===== src/rtl/logic_table_unit.sv =====
`default_nettype none
// ============================================================================
// Module      : logic_table_unit
// Description : Applies a runtime-programmable 2-input truth table bitwise
//               across two WIDTH-bit operands. The result sits in a
//               single-entry output register behind a valid/ready handshake.
//               A SWEEP mode replays the four truth-table rows of the current
//               function through the same output register.
//
// Ports       : clk          - clock, rising edge
//               rst_n        - asynchronous active-low reset
//               func_we      - load func_in into the function register (IDLE only)
//               func_in[3:0] - new truth table, bit m = output for minterm {a,b}=m
//               in_valid     - operand pair presented
//               in_ready     - unit accepts operands
//               a, b         - operands, WIDTH bits
//               out_valid    - s holds a result
//               out_ready    - consumer accepts s
//               s            - registered result, WIDTH bits
//               sweep_start  - start a truth-table sweep (pulse)
//               sweep_busy   - sweep in progress
//               row_m[1:0]   - minterm index of the current sweep row
//               sweep_done   - one-cycle pulse after the last row is accepted
//               s_par        - parity of s (only with LOGIC_TABLE_PARITY_EN)
//
// Options     : define LOGIC_TABLE_PARITY_EN to add the s_par output.
// Revision    : 1.0 - initial release
// ============================================================================
module logic_table_unit #(
  parameter int unsigned WIDTH    = 4,
  parameter logic [3:0]  FUNC_RST = 4'h7
) (
  input  logic             clk,
  input  logic             rst_n,
  input  logic             func_we,
  input  logic [3:0]       func_in,
  input  logic             in_valid,
  output logic             in_ready,
  input  logic [WIDTH-1:0] a,
  input  logic [WIDTH-1:0] b,
  output logic             out_valid,
  input  logic             out_ready,
  output logic [WIDTH-1:0] s,
  input  logic             sweep_start,
  output logic             sweep_busy,
  output logic [1:0]       row_m,
  output logic             sweep_done
`ifdef LOGIC_TABLE_PARITY_EN
  ,
  output logic             s_par
`endif
);

  typedef enum logic [0:0] {
    ST_IDLE  = 1'b0,
    ST_SWEEP = 1'b1
  } state_t;

  state_t           state_q, state_d;
  logic [3:0]       func_q, func_d;
  logic [WIDTH-1:0] s_q, s_d;
  logic             out_valid_q, out_valid_d;
  logic [1:0]       row_m_q, row_m_d;
  // Counts rows loaded so far (0..4); bit 2 set means all four rows are out.
  logic [2:0]       cnt_q, cnt_d;
  logic             sweep_done_q, sweep_done_d;
`ifdef LOGIC_TABLE_PARITY_EN
  logic             s_par_q, s_par_d;
`endif

  logic [WIDTH-1:0] core_s;
  logic [WIDTH-1:0] load_val;
  logic [1:0]       load_row;
  logic             load_en;
  logic             room;
  logic             drain;

  // Bitwise truth-table lookup: each result bit selects func[{a[i],b[i]}].
  for (genvar i = 0; i < WIDTH; i++) begin : g_core
    assign core_s[i] = func_q[{a[i], b[i]}];
  end

  // The output register can take a new value when empty or being drained.
  assign room  = !out_valid_q || out_ready;
  assign drain = out_valid_q && out_ready;

  // sweep_start wins over a simultaneous operand, so refuse it in that cycle.
  assign in_ready = (state_q == ST_IDLE) && !sweep_start && room;

  always_comb begin
    state_d      = state_q;
    func_d       = func_q;
    s_d          = s_q;
    out_valid_d  = out_valid_q;
    row_m_d      = row_m_q;
    cnt_d        = cnt_q;
    sweep_done_d = 1'b0;
`ifdef LOGIC_TABLE_PARITY_EN
    s_par_d      = s_par_q;
`endif
    load_en      = 1'b0;
    load_val     = core_s;
    load_row     = 2'd0;

    case (state_q)
      ST_IDLE: begin
        // Operands accepted this cycle still see the old func (core_s uses func_q).
        if (func_we) begin
          func_d = func_in;
        end
        if (sweep_start) begin
          state_d = ST_SWEEP;
          cnt_d   = 3'd0;
        end else if (in_valid && room) begin
          load_en = 1'b1;
        end
      end
      ST_SWEEP: begin
        if (!cnt_q[2]) begin
          if (room) begin
            load_en  = 1'b1;
            load_val = {WIDTH{func_q[cnt_q[1:0]]}};
            load_row = cnt_q[1:0];
            cnt_d    = cnt_q + 3'd1;
          end
        end else if (drain) begin
          // Last row taken by the consumer: leave the sweep.
          state_d      = ST_IDLE;
          sweep_done_d = 1'b1;
        end
      end
      default: begin
        state_d = ST_IDLE;
      end
    endcase

    if (load_en) begin
      s_d         = load_val;
      out_valid_d = 1'b1;
      row_m_d     = load_row;
`ifdef LOGIC_TABLE_PARITY_EN
      s_par_d     = ^load_val;
`endif
    end else if (drain) begin
      out_valid_d = 1'b0;
    end
  end

  always_ff @(posedge clk or negedge rst_n) begin
    if (!rst_n) begin
      state_q      <= ST_IDLE;
      func_q       <= FUNC_RST;
      s_q          <= '0;
      out_valid_q  <= 1'b0;
      row_m_q      <= 2'd0;
      cnt_q        <= 3'd0;
      sweep_done_q <= 1'b0;
`ifdef LOGIC_TABLE_PARITY_EN
      s_par_q      <= 1'b0;
`endif
    end else begin
      state_q      <= state_d;
      func_q       <= func_d;
      s_q          <= s_d;
      out_valid_q  <= out_valid_d;
      row_m_q      <= row_m_d;
      cnt_q        <= cnt_d;
      sweep_done_q <= sweep_done_d;
`ifdef LOGIC_TABLE_PARITY_EN
      s_par_q      <= s_par_d;
`endif
    end
  end

  assign s          = s_q;
  assign out_valid  = out_valid_q;
  assign row_m      = row_m_q;
  assign sweep_busy = (state_q == ST_SWEEP);
  assign sweep_done = sweep_done_q;
`ifdef LOGIC_TABLE_PARITY_EN
  assign s_par      = s_par_q;
`endif

endmodule
`default_nettype wire


===== config.mk =====
export PLATFORM = sky130hd
export DESIGN_NAME = logic_table_unit
export DESIGN_NICKNAME = d
export VERILOG_FILES = /design/src/rtl/logic_table_unit.sv
export SDC_FILE = /design/constraint.sdc
export NUM_CORES = 1
export LEC_CHECK = 0
export ABC_AREA = 0
export CELL_PAD_IN_SITES_DETAIL_PLACEMENT = 0
export CELL_PAD_IN_SITES_GLOBAL_PLACEMENT = 1
export CORE_MARGIN = 1.5
export CORE_UTILIZATION = 37
export DETAILED_ROUTE_END_ITERATION = 7
export PLACE_DENSITY_LB_ADDON = 0.12
export SLEW_MARGIN = 10
export SYNTH_ARGS = -nofsm -noshare
export SYNTH_HDL_FRONTEND = slang
export SYNTH_SLANG_ARGS = --single-unit

===== constraint.sdc =====
create_clock -name clk -period 2.51 [get_ports clk]
set_input_delay 0.3765 -clock clk [delete_from_list [all_inputs] [get_ports clk]]
set_output_delay 0.3765 -clock clk [all_outputs]
set_load 0.02 [all_outputs]

## Yosys cells after proc, flatten, opt, wreduce, memory -nomap -nowiden

Cells that the tools add are included.

- Add/subtract/negate cells: 1
- Magnitude comparators: 5
- Equal/unequal tests: 3
- Muxes and demuxes: 34
- Bitwise logic cells: 1
- Reduce and logical (&&, ||, !) cells: 10

Operator list:

| kind | count |
|---|---|
| $mux W1 | 17 |
| $lt A2 B3 Y1 const B | 5 |
| $mux W4 | 3 |
| $bmux W1 S2 | 5 |
| $mux W3 | 3 |
| $mux W2 | 3 |
| $pmux W3 S2 | 1 |
| $logic_and A1 B1 Y1 | 4 |
| $ne A2 B2 Y1 const B | 2 |
| $pmux W1 S2 | 2 |
| $add A3 B1 Y3 const B | 1 |
| $reduce_and A3 Y1 | 1 |
| $logic_not A1 Y1 | 2 |
| $ne A2 B1 Y1 const B | 1 |
| $reduce_and A2 Y1 | 1 |
| $reduce_bool A2 Y1 | 1 |
| $logic_or A1 B1 Y1 | 1 |
| $not A1 Y1 | 1 |

- Flip-flop bits (word level): 16
- Input port bits: 18
- Output and inout bits: 10
- Word-level logic and storage cells: 62

## Depth between registers and ports, before layout

- Depth in word-level cells: 7
- Depth in mapped cells: 4
- Gate-level depth less buffers: 3

## Worst setup path after synthesis

OpenSTA, ideal clock, no wires.

- Path kind: flip-flop to flip-flop
- Start: register state_q, in the netlist sweep_busy
- End: register s_q[1], in the netlist s[1]
- Library setup time: 126 ps
- Arrival time: 1435 ps
- Data required time: 2384 ps
- Setup slack: 949 ps
- Cell stages (with the launch flop): 4
- Buffers on the path: 1
- Clock period less this slack: 1561 ps
- Cell sequence: dfrtp_1 > buf_6 > a2111o_1 > a221o_1

- Word-level cells in the longest chain between the ends: 2
- Elaborated cells on any way between the ends: 3
- Those cells by class: mux: 2; bitwise: 1

RTL lines:

| element | line | text |
|---|---|---|
| from (decl) | 59 | `state_t state_q, state_d;` |
| from (signal assigned) | 162 | `state_q <= state_d;` |
| $not A1 Y1 (no source line) | - |  |
| $pmux W1 S2 | 105 | `case (state_q)` |
| to (signal assigned) | 153 | `s_q <= '0;` |
| to (signal assigned) | 164 | `s_q <= s_d;` |
| to (decl) | 61 | `logic [WIDTH-1:0] s_q, s_d;` |

Several ways; a longest one is shown, not always the timed one.
A chain may end at the register's enable or synchronous reset.

## Worst setup path after layout

- Start: input out_ready
- End: output in_ready

- Word-level cells in the longest chain between the ends: 2

RTL lines:

| element | line | text |
|---|---|---|
| from (decl) | 42 | `input logic out_ready,` |
| $logic_or A1 B1 Y1 | 84 | `assign room = !out_valid_q \|\| out_ready;` |
| $logic_and A1 B1 Y1 | 88 | `assign in_ready = (state_q == ST_IDLE) && !sweep_start && room;` |
| to (decl) | 38 | `output logic in_ready,` |

No other way between the ends.

==> PnR_summary.wiki <==
{| class="wikitable"
! Metric !! Value
|-
| Outcome || completed
|-
| Number of detailed-routing iterations run before antenna repair || 2
|-
| Most prevalent standard cell on the critical path || sky130_fd_sc_hd__clkdlybuf4s50_1
|-
| HPWL reported at the end of detailed placement || 1230 µm
|-
| CTS H-Tree Depth || 1
|-
| Busiest layer in global routing || met1
|-
| First-pass GRT wire length || 2690 µm
|-
| Share of the yosys chip area belonging to registers || approximately 50%
|-
| Routing usage on met2 || about a fifth
|-
| Yosys warning count || 0
|-
| Library cell used as clock root buffer || sky130_fd_sc_hd__clkbuf_4
|-
| Final setup skew || between 0.007 and 0.008 ns
|-
| Setup bufs post-CTS || 0
|-
| Distinct cell type count of the synthesized netlist || 26
|-
| I/O pin count || 28
|-
| Fmax achieved || about 0.47 GHz
|-
| Number of instances in the synthesized netlist || 55
|-
| Period minus WS final || around 2.1 ns
|-
| Least setup slack across all paths after layout || 0.390 ns
|-
| Top delay family on crit path || buffers and inverters
|-
| Count of antenna-violating nets left after detailed routing || 0
|-
| Count of buffer and inverter cells on the critical path || 2
|-
| Maximum number of pins on one net before global-route repair || 17
|-
| Max-capacitance violation count || 0
|-
| Sum of internal, switching and leakage power || about 0.0014 W
|-
| Clock tree sinks || 16
|-
| Signal arrival time at the worst endpoint || 1.74 ns
|-
| P per Cell Area || between 1000 and 1500 nW/µm²
|-
| Post-CTS Hold Fix Bufs || 0
|-
| Critical Path Slowest Stage Cell || sky130_fd_sc_hd__clkdlybuf4s50_1
|-
| Congestion Overflow GR || 0
|-
| Clock power frac || slightly above 10%
|-
| CORE AREA || a little over 2000 µm²
|-
| Reg power frac || between 30% and 40%
|-
| Net count of the finished layout || roughly 110
|-
| Post-Layout Cell Count || roughly 110
|-
| Worst path cell trace || clkdlybuf4s50_1 > nor2b_4 > nor3_1 > clkdlybuf4s50_1
|-
| Initial Utilization || 40.2%
|-
| Slew HR || about 53%
|-
| Static Leak || around 0.46 nW
|-
| Net load switching power || around 0.00050 W
|-
| Net count of the mapped netlist || 74
|-
| Fin. max-slew vios || 0
|-
| Cell area after technology mapping || approximately 800 µm²
|-
| Synthesis-to-finish area growth || 39.3%
|-
| Die W || 49.8 µm
|-
| Clock slew at reported path FFs || approximately 0.1 ns
|-
| Data required, critical path || around 2.1 ns
|-
| Maximum net fanout on the critical path || 6
|-
| Power Internal || around 0.00088 W
|-
| Critical path's largest stage delay || around 0.63 ns
|-
| Final hold violations || 0
|-
| Vias in the first global route || 574
|-
| DR vias || between 500 and 600
|-
| Setup violators final || 0
|-
| Hold Crit Class || input pin to asynchronous set/reset pin
|-
| Pre-CTS setup slack || about 0.38 ns
|-
| RSZ-0062 raised after global routing || false
|-
| Max Buffers Root-to-Sink || 2
|-
| Routability-driven placement congestion ratio || roughly 0.77
|-
| Total of flip-flops plus latches after synthesis || 16
|-
| Inserted Clock Buffers || 3
|-
| Sum of negative setup slack || 0 ns
|-
| Post-detailed-route wirelength per cell || roughly 14 µm
|-
| Clock latency on the worst-skew pair || approximately 0.28 ns
|-
| Post-detailed-route via-to-cell ratio || 5.11
|-
| Wire length reported by the detailed router || between 1500 and 2000 µm
|-
| Commonest cells after routing, fill and taps aside || sky130_fd_sc_hd__clkdlybuf4s50_1 (27), sky130_fd_sc_hd__dfrtp_1 (13)
|-
| Number of buffers added on ports || 27
|-
| Final clock period utilization by the worst path || between 80% and 90%
|-
| Post-Syn Area per Cell || 14.8 µm²
|-
| IR Drop Worst-Case VDD || 0.717 mV
|-
| Number of antenna violations at the first check in global routing || 0
|-
| Critical Path Sink Type || output port
|-
| All-layer global routing usage || around 14%
|-
| GRT met3 Usage || ~1.8%
|-
| Number of cells upsized or downsized after cts || 0
|-
| Switching portion of total power || a little over a third
|-
| Total instance count after detailed placement || around 110
|-
| DRC violation count after routing || 0
|-
| Sort of element at the start of the critical path || input pin
|-
| Total die area || 2480 µm²
|-
| Final Hold Slack || 0.504 ns
|-
| CTS tree || done
|-
| Share of layout cells above drive strength 1 || between 20% and 30%
|-
| Iteration-0 DRC Markers || 5
|-
| Actual slew at the worst max-slew pin || 0.702 ns
|-
| Global Route met1 Usage || between 20% and 30%
|-
| DIE HEIGHT || 49.8 µm
|-
| ANT cells || 0
|-
| Crit Path Category || input pin to output port
|-
| Std-Cell Rows || 16
|-
| Combinational cell fraction of total power || 50.0%
|-
| Most common cell after layout, fill and taps aside || sky130_fd_sc_hd__clkdlybuf4s50_1
|}
[worst reg2reg max path, cell delays in order (launching register included)]
cell and delay, ns:
sky130_fd_sc_hd__dfrtp_1 0.55, sky130_fd_sc_hd__nor2b_2 0.13, sky130_fd_sc_hd__a2111o_1 0.47, sky130_fd_sc_hd__a221o_1 0.38
[cell families after synthesis]
kind of cell	count (synthesis)	share of synthesized area, %
flops	16	49.8
compound gates	8	9.25
fa+ha+maj	1	1.54
mux	11	22.5
simple gates	17	15.1
buf+inv	2	1.85
[cell usage after synthesis]
| master | n | area, µm² |
|---|---|---|
| sky130_fd_sc_hd__mux2i_1 | 1 | 10.0 |
| sky130_fd_sc_hd__mux2_1 | 1 | 11.3 |
| sky130_fd_sc_hd__mux4_2 | 4 | 90.1 |
| sky130_fd_sc_hd__a2111o_1 | 1 | 11.3 |
| sky130_fd_sc_hd__and4_1 | 1 | 8.76 |
| sky130_fd_sc_hd__ha_1 | 1 | 12.5 |
| sky130_fd_sc_hd__a22o_1 | 2 | 17.5 |
| sky130_fd_sc_hd__a31oi_1 | 1 | 6.26 |
| sky130_fd_sc_hd__nor4b_4 | 1 | 23.8 |
| sky130_fd_sc_hd__dfstp_2 | 3 | 78.8 |
| sky130_fd_sc_hd__a221o_1 | 4 | 40.0 |
| sky130_fd_sc_hd__dfrtp_1 | 13 | 325 |
| sky130_fd_sc_hd__nor2b_1 | 1 | 6.26 |
| sky130_fd_sc_hd__mux2_2 | 4 | 45.0 |
| sky130_fd_sc_hd__nand2_1 | 1 | 3.75 |
| sky130_fd_sc_hd__mux4_1 | 1 | 26.3 |
| sky130_fd_sc_hd__nor4_1 | 1 | 6.26 |
| sky130_fd_sc_hd__nand2b_1 | 2 | 12.5 |
| sky130_fd_sc_hd__buf_6 | 1 | 11.3 |
| sky130_fd_sc_hd__nor2b_2 | 1 | 8.76 |
| sky130_fd_sc_hd__or3_1 | 1 | 6.26 |
| sky130_fd_sc_hd__and2b_1 | 1 | 7.51 |
| sky130_fd_sc_hd__nor2b_4 | 1 | 13.8 |
| sky130_fd_sc_hd__nor2_1 | 4 | 15.0 |
| sky130_fd_sc_hd__nor3_1 | 2 | 10.0 |
| sky130_fd_sc_hd__inv_1 | 1 | 3.75 |
[area by class of cell]
type | instances | area, µm²
flip-flops and latches | 16 | 404
multi-input cells | 37 | 393
repair buffers | 27 | 270
inverters | 1 | 3.75
well taps | 27 | 33.8
fillers | 182 | 891
clock buffers | 4 | 26.3
[per-layer routing]
layer	routed length [µm]	part of all wire, %
met3	46	3.0
met1	727	47
met2	759	49
met4	13	0.84
met5	0	0
[sequential cells by signal (all words and copies together), names as in the netlist]
name	count
s	4
func_q	4
sweep_busy	1
cnt_q	3
sweep_done	1
out_valid	1
row_m	2
[power groups by stage]
stage	clock network [W]	registers, W	logic (W)
floorplan	0	0.000586	0.000428
global placement	0	0.000549	0.000693
detailed placement	0	0.000556	0.000700
CTS	0.000149	0.000550	0.000701
global route	0.000164	0.000578	0.000756
finish	0.000142	0.000548	0.000691
[path summary, 6_finish.rpt]
check	startpoint	end	slack (ns)	cells past startpoint
min reg2reg	row_m[1]$_DFFE_PN0P_	row_m[1]$_DFFE_PN0P_	0.51	1
max in group asynchronous	rst_n	func_q[3]$_DFFE_PN0P_	1.56	1
min in group clk	row_m[1]$_DFFE_PN0P_	row_m[1]$_DFFE_PN0P_	0.51	1
max reg2reg	sweep_busy$_DFF_PN0_	s[1]$_DFFE_PN0P_	0.87	3
max	out_ready	in_ready	0.39	4
min	rst_n	sweep_busy$_DFF_PN0_	0.50	1
[stage by stage]
stage,util [%],cell area (µm²)
finish,55.9,1130
global route,55.9,1130
CTS,55.9,1130
detailed placement,54.6,1100
global placement,54.6,1100
floorplan,-,812
Note: power is estimated with default switching activity, not from simulation.
==> edit 1, RTL diff (config.mk and constraints unchanged) <==
Change the parameter `WIDTH` from 4 to 6.
--- a/src/rtl/logic_table_unit.sv
+++ b/src/rtl/logic_table_unit.sv
@@ -27,7 +27,7 @@
 // Revision    : 1.0 - initial release
 // ============================================================================
 module logic_table_unit #(
-  parameter int unsigned WIDTH    = 4,
+  parameter int unsigned WIDTH    = 6,
   parameter logic [3:0]  FUNC_RST = 4'h7
 ) (
   input  logic             clk,
Interface: changed (resized a, b and s); port bits go from 28 to 34. No check against the original RTL was run, so the function may have changed too.
==> edit 1 against the unedited design <==
Cell count is 14% higher; final area increased by 15%; total power grew 18%; clock power grew 6%; maximum frequency decreased by 5.6%; sequential power is 12% higher; critical endpoint unchanged; routed wire length up 24%; sequential cell count is 2 higher; count of clock-buffer cells in the layout is the same; critical path depth stayed put; non-clock buffer count increased by 6; area after synthesis is 14% higher; setup slack worse by 0.12 ns.
==> edit 1: results (changes against the unedited design) <==
* Internal power at 1020 µW (+15%)
* RD Place Congestion at 0.810 (+5.2%)
* Synth top cells by count: dfrtp_1 (15), mux4_2 (7), a221o_1 (6), nand2_1 (5), mux2_2 (4)
* Outcome: complete, no violations
* Syn_nets at 87 (+18%)
* Port Buffers at 33 (+22%)
* Leakage at 0.000540 µW (+17%)
* Drt first pass iters at 4 (+2)
* VDD IR max at 0.609 mV (-15%)
* Cell with the largest stage delay on the worst path: clkdlybuf4s50_1
* HP Class: register to register
* Layout Nets at 124 (+18%)
* Worst rel slew slack at 45.2% (-7.8 points)
* Vias per Instance at 5.46 (+6.9%)
* Clock Skew at 0.00990 ns (+0.00244 ns)
* WP data arrival at 1.87 ns (+0.13 ns)
* Seq/Total Area, Yosys at 49.1% (-0.65 points)
* DP Area at 0.00128 mm² (+16%)
* TNS Setup at 0 ns (unchanged)
* Final WL at 1.92 mm (+24%)
* Largest net degree at the start of global routing at 19 (+2)
* Non-filler cells, final at 128 (+14%)
* Critical Path Fanout Max at 4 (-2)
* Antenna violations before repair at 0 (unchanged)
* GRT Total Usage at 15.5% (+1.1 points)
* Cell family with most CP delay: buffers and inverters
* Netlist cell types at 22 (-15%)
* Post-CTS Resized at 0 (unchanged)
* Vias in the first global route at 671 (+17%)
* Top cells by area, synth: dfrtp_1 (41%), mux4_2 (17%), dfstp_2 (8.5%)
* Place WS at 0.265 ns (-0.115 ns)
* Gate Count Post-Synth at 64 (+16%)
* Synth Cell Area at 925 µm² (+14%)
* Hpwl dp at 1.52 mm (+23%)
* Post-CTS Setup Inserts at 0 (unchanged)
* Global-route wire length before repair at 3.06 mm (+14%)
[edit 1: cell types whose count changed after synthesis, moves of 2 or more]
cell     delta
nand2_1     +4
mux4_2      +3
a221o_1     +2
dfrtp_1     +2
[edit 1: power by group through the flow]
stage                     registers, µW  logic (µW)  clock network [µW]
final                               615         867                 150
after global routing                644         936                 172
after CTS                           619         876                 157
after detailed placement            627         871                   0
after global placement              616         860                   0
after floorplan                     682         499                   0
[edit 1: layout make-up]
cell class | instances | area (µm²)
multi-input combinational | 43 | 452
sequential | 18 | 454
tap | 28 | 35.0
inverter | 2 | 7.51
fill | 212 | 971
clock buffer | 4 | 26.3
timing repair buffer | 33 | 330
[edit 1: worst paths after layout]
path	startpoint	slack, ns	cells past startpoint	to
min in group asynchronous	rst_n	0.54	1	sweep_done
setup / recovery	out_ready	0.26	4	in_ready
max in group asynchronous	rst_n	1.45	1	func_q[3]
hold / removal	row_m[0]	0.51	1	row_m[0]
hold reg to reg	row_m[0]	0.51	1	row_m[0]
setup reg to reg	sweep_busy	0.95	3	s[1]
[edit 1: routing by layer]
metal	track usage, %	routed length (µm)
met5	0	0
met4	5.13	13
met3	2.54	112
met2	25.8	945
met1	20.5	846
[edit 1: through the flow]
| step | util (%) | hold slack (ns) | total power, µW |
|---|---|---|---|
| floorplan | - | 0.0809 | 1180 |
| global placement | 56.2 | 0.500 | 1480 |
| detailed placement | 56.2 | 0.494 | 1500 |
| CTS | 57.3 | 0.525 | 1650 |
| global route | 57.3 | 0.539 | 1750 |
| finish | 57.3 | 0.512 | 1630 |
[edit 1: kinds of logic (layout without fill, tap and decap cells)]
group / count (synthesis) / after routing / synth area share [%]
buf+inv: 3 / 39 / 2.03
fa+ha+maj: 1 / 1 / 1.35
simple gates: 19 / 19 / 13.8
mux: 13 / 13 / 24.1
flops: 18 / 18 / 49.1
compound gates: 10 / 10 / 9.61
==> edit 2, RTL diff (same flow settings) <==
Made on the original files. Make the reset (`rst_n`) synchronous in one clocked block. Comments in the files are not updated.
--- a/src/rtl/logic_table_unit.sv
+++ b/src/rtl/logic_table_unit.sv
@@ -146,7 +146,7 @@
     end
   end
 
-  always_ff @(posedge clk or negedge rst_n) begin
+  always_ff @(posedge clk) begin
     if (!rst_n) begin
       state_q      <= ST_IDLE;
       func_q       <= FUNC_RST;
Check against the original RTL: differs if rst_n is asserted again (counterexample within 4 cycles, from zero or initial values and one cycle with rst_n low); with rst_n held inactive, the same outputs for 10 cycles.
==> edit 2 against the unedited design <==
Routed wire length up 14%; synthesized cell count grew 53%; critical path depth did not move; maximum frequency down 4.2%; setup slack lost 0.093 ns; sequential cell count unchanged; final area is 3.0% higher; largest cell class is now multi-input combinational cells; area after synthesis is 4.6% higher.
Power is not compared: it rests on default switching activity, and its combinational part moved more than twofold at a synthesized area within 25%.
==> edit 2: results (changes against the unedited design) <==
* Outcome: complete, no violations
* VDD IR max at approximately 0.22 mV
* Synthesis Warnings at 0 (unchanged)
* Hpwl dp at 1.31 mm (+6.4%)
* CTS max path bufs at 2 (unchanged)
* Antenna violations before repair at 0 (unchanged)
* Switching part of the total at 26.2%
* Clock Skew at 0.00347 ns (-0.00399 ns)
* Port Buffers at 27 (unchanged)
* Drt first pass iters at 4 (+2)
* HP Start: row_m[0]
* Ys async rst share at 0% (-100 points)
* Critical Path Fanout Max at 11 (+5)
* WP data arrival at 1.84 ns (+0.10 ns)
* Top cells by area, synth: dfxtp_1 (38%), mux4_2 (13%), o41ai_1 (6.2%)
* Seq pwr at 285 µW
* Synth top cells by count: dfxtp_1 (16), o211ai_1 (6), o41ai_1 (6)
* GRT Total Usage at 15.2% (+0.81 points)
* Crit. Startpoint: out_ready
* Seq/Total Area, Yosys at 37.7% (-12 points)
* HP Class: register to register
* R2R Path Start: cnt_q[0]
* Initial DRC Count at 12 (+7)
* Syn_nets at 103 (+39%)
* Clock slew at reported path FFs at approximately 0.09 ns
* Ys flop type: dfxtp_1
* Netlist cell types at 26 (unchanged)
* Max H-tree Level at 1 (unchanged)
* Leakage at 0.000440 µW
* Vias in the first global route at 685 (+19%)
* Inserted Clock Buffers at 3 (unchanged)
* Largest net degree at the start of global routing at 12 (-5)
* Worst-Skew Late Latency at 0.28 ns (about the same)
* Diodes inserted at 0 (unchanged)
* Cell family with most CP delay: buffers and inverters
* RD Place Congestion at 0.713 (-7.4%)
* Filler cell count at 208 (+14%)
* Cell with the largest stage delay on the worst path: clkdlybuf4s50_1
* Comb group at between 100 and 150 µW
* Final WL at 1.77 mm (+14%)
* Routed vias at 744 (+30%)
* CP max stage delay at 0.55 ns (-0.08 ns)
* Share of cells above drive strength 1 at 11.7% (-8.3 points)
* Layout Nets at 131 (+25%)
* Clk root buf: clkbuf_4
* Worst Tran Pin Value at 0.419 ns (-0.282 ns)
* Global-route wire length before repair at 2.96 mm (+10%)
edit 2: kinds of logic (layout without fill, tap and decap cells):
logic type / count (synthesis) / count (layout) / share of synthesized area (%)
AO/OA/AOI/OAI: 18 / 18 / 16.1
adder cells (fa/ha/maj): 1 / 1 / 1.47
buffers and inverters: 10 / 37 / 6.48
flip-flops: 16 / 16 / 37.7
multiplexers: 9 / 9 / 18.0
AND/OR/NAND/NOR: 30 / 30 / 20.3
edit 2: path summary, 6_finish.rpt:
path | endpoint | depth (start not counted) | slack [ns]
max reg2reg | s[2] | 3 | 1.15
min reg2reg | row_m[0] | 2 | 0.46
max | in_ready | 4 | 0.30
min | row_m[0] | 2 | 0.46
edit 2: layer usage:
| layer | track usage (%) | share of wire [%] |
|---|---|---|
| met1 | 20.0 | 46 |
| met2 | 24.5 | 48 |
| met3 | 1.75 | 4.5 |
| met4 | 8.11 | 0.96 |
| met5 | 0 | 0 |
edit 2: through the flow:
step	total power (µW)	setup slack [ns]	area (µm²)	hold WS [ns]	cells
after floorplan	368	0.982	850	0.477	84
after global placement	431	0.147	1130	0.455	135
after detailed placement	431	0.129	1130	0.455	135
after CTS	603	0.112	1160	0.468	139
after global routing	629	0.236	1160	0.502	139
final	595	0.297	1160	0.464	139
edit 2: repair_timing:
action | CTS | global route
setup endpoints to repair | 0 | 1
gates resized for setup | 0 | 1
buffers inserted | 0 | 0
edit 2: area by class of cell:
cell class | instances | area, µm² | area share [%]
timing repair buffer | 28 | 278 | 23.8
sequential | 16 | 320 | 27.5
inverter | 5 | 18.8 | 1.61
tap | 28 | 35.0 | 3.01
multi-input combinational | 58 | 477 | 40.9
clock buffer | 4 | 36.3 | 3.11
edit 2: tightest hold or removal path: stages, from the launching register on:
cell     delay, ns
dfxtp_1       0.32
o41ai_1       0.05
a21oi_1       0.05
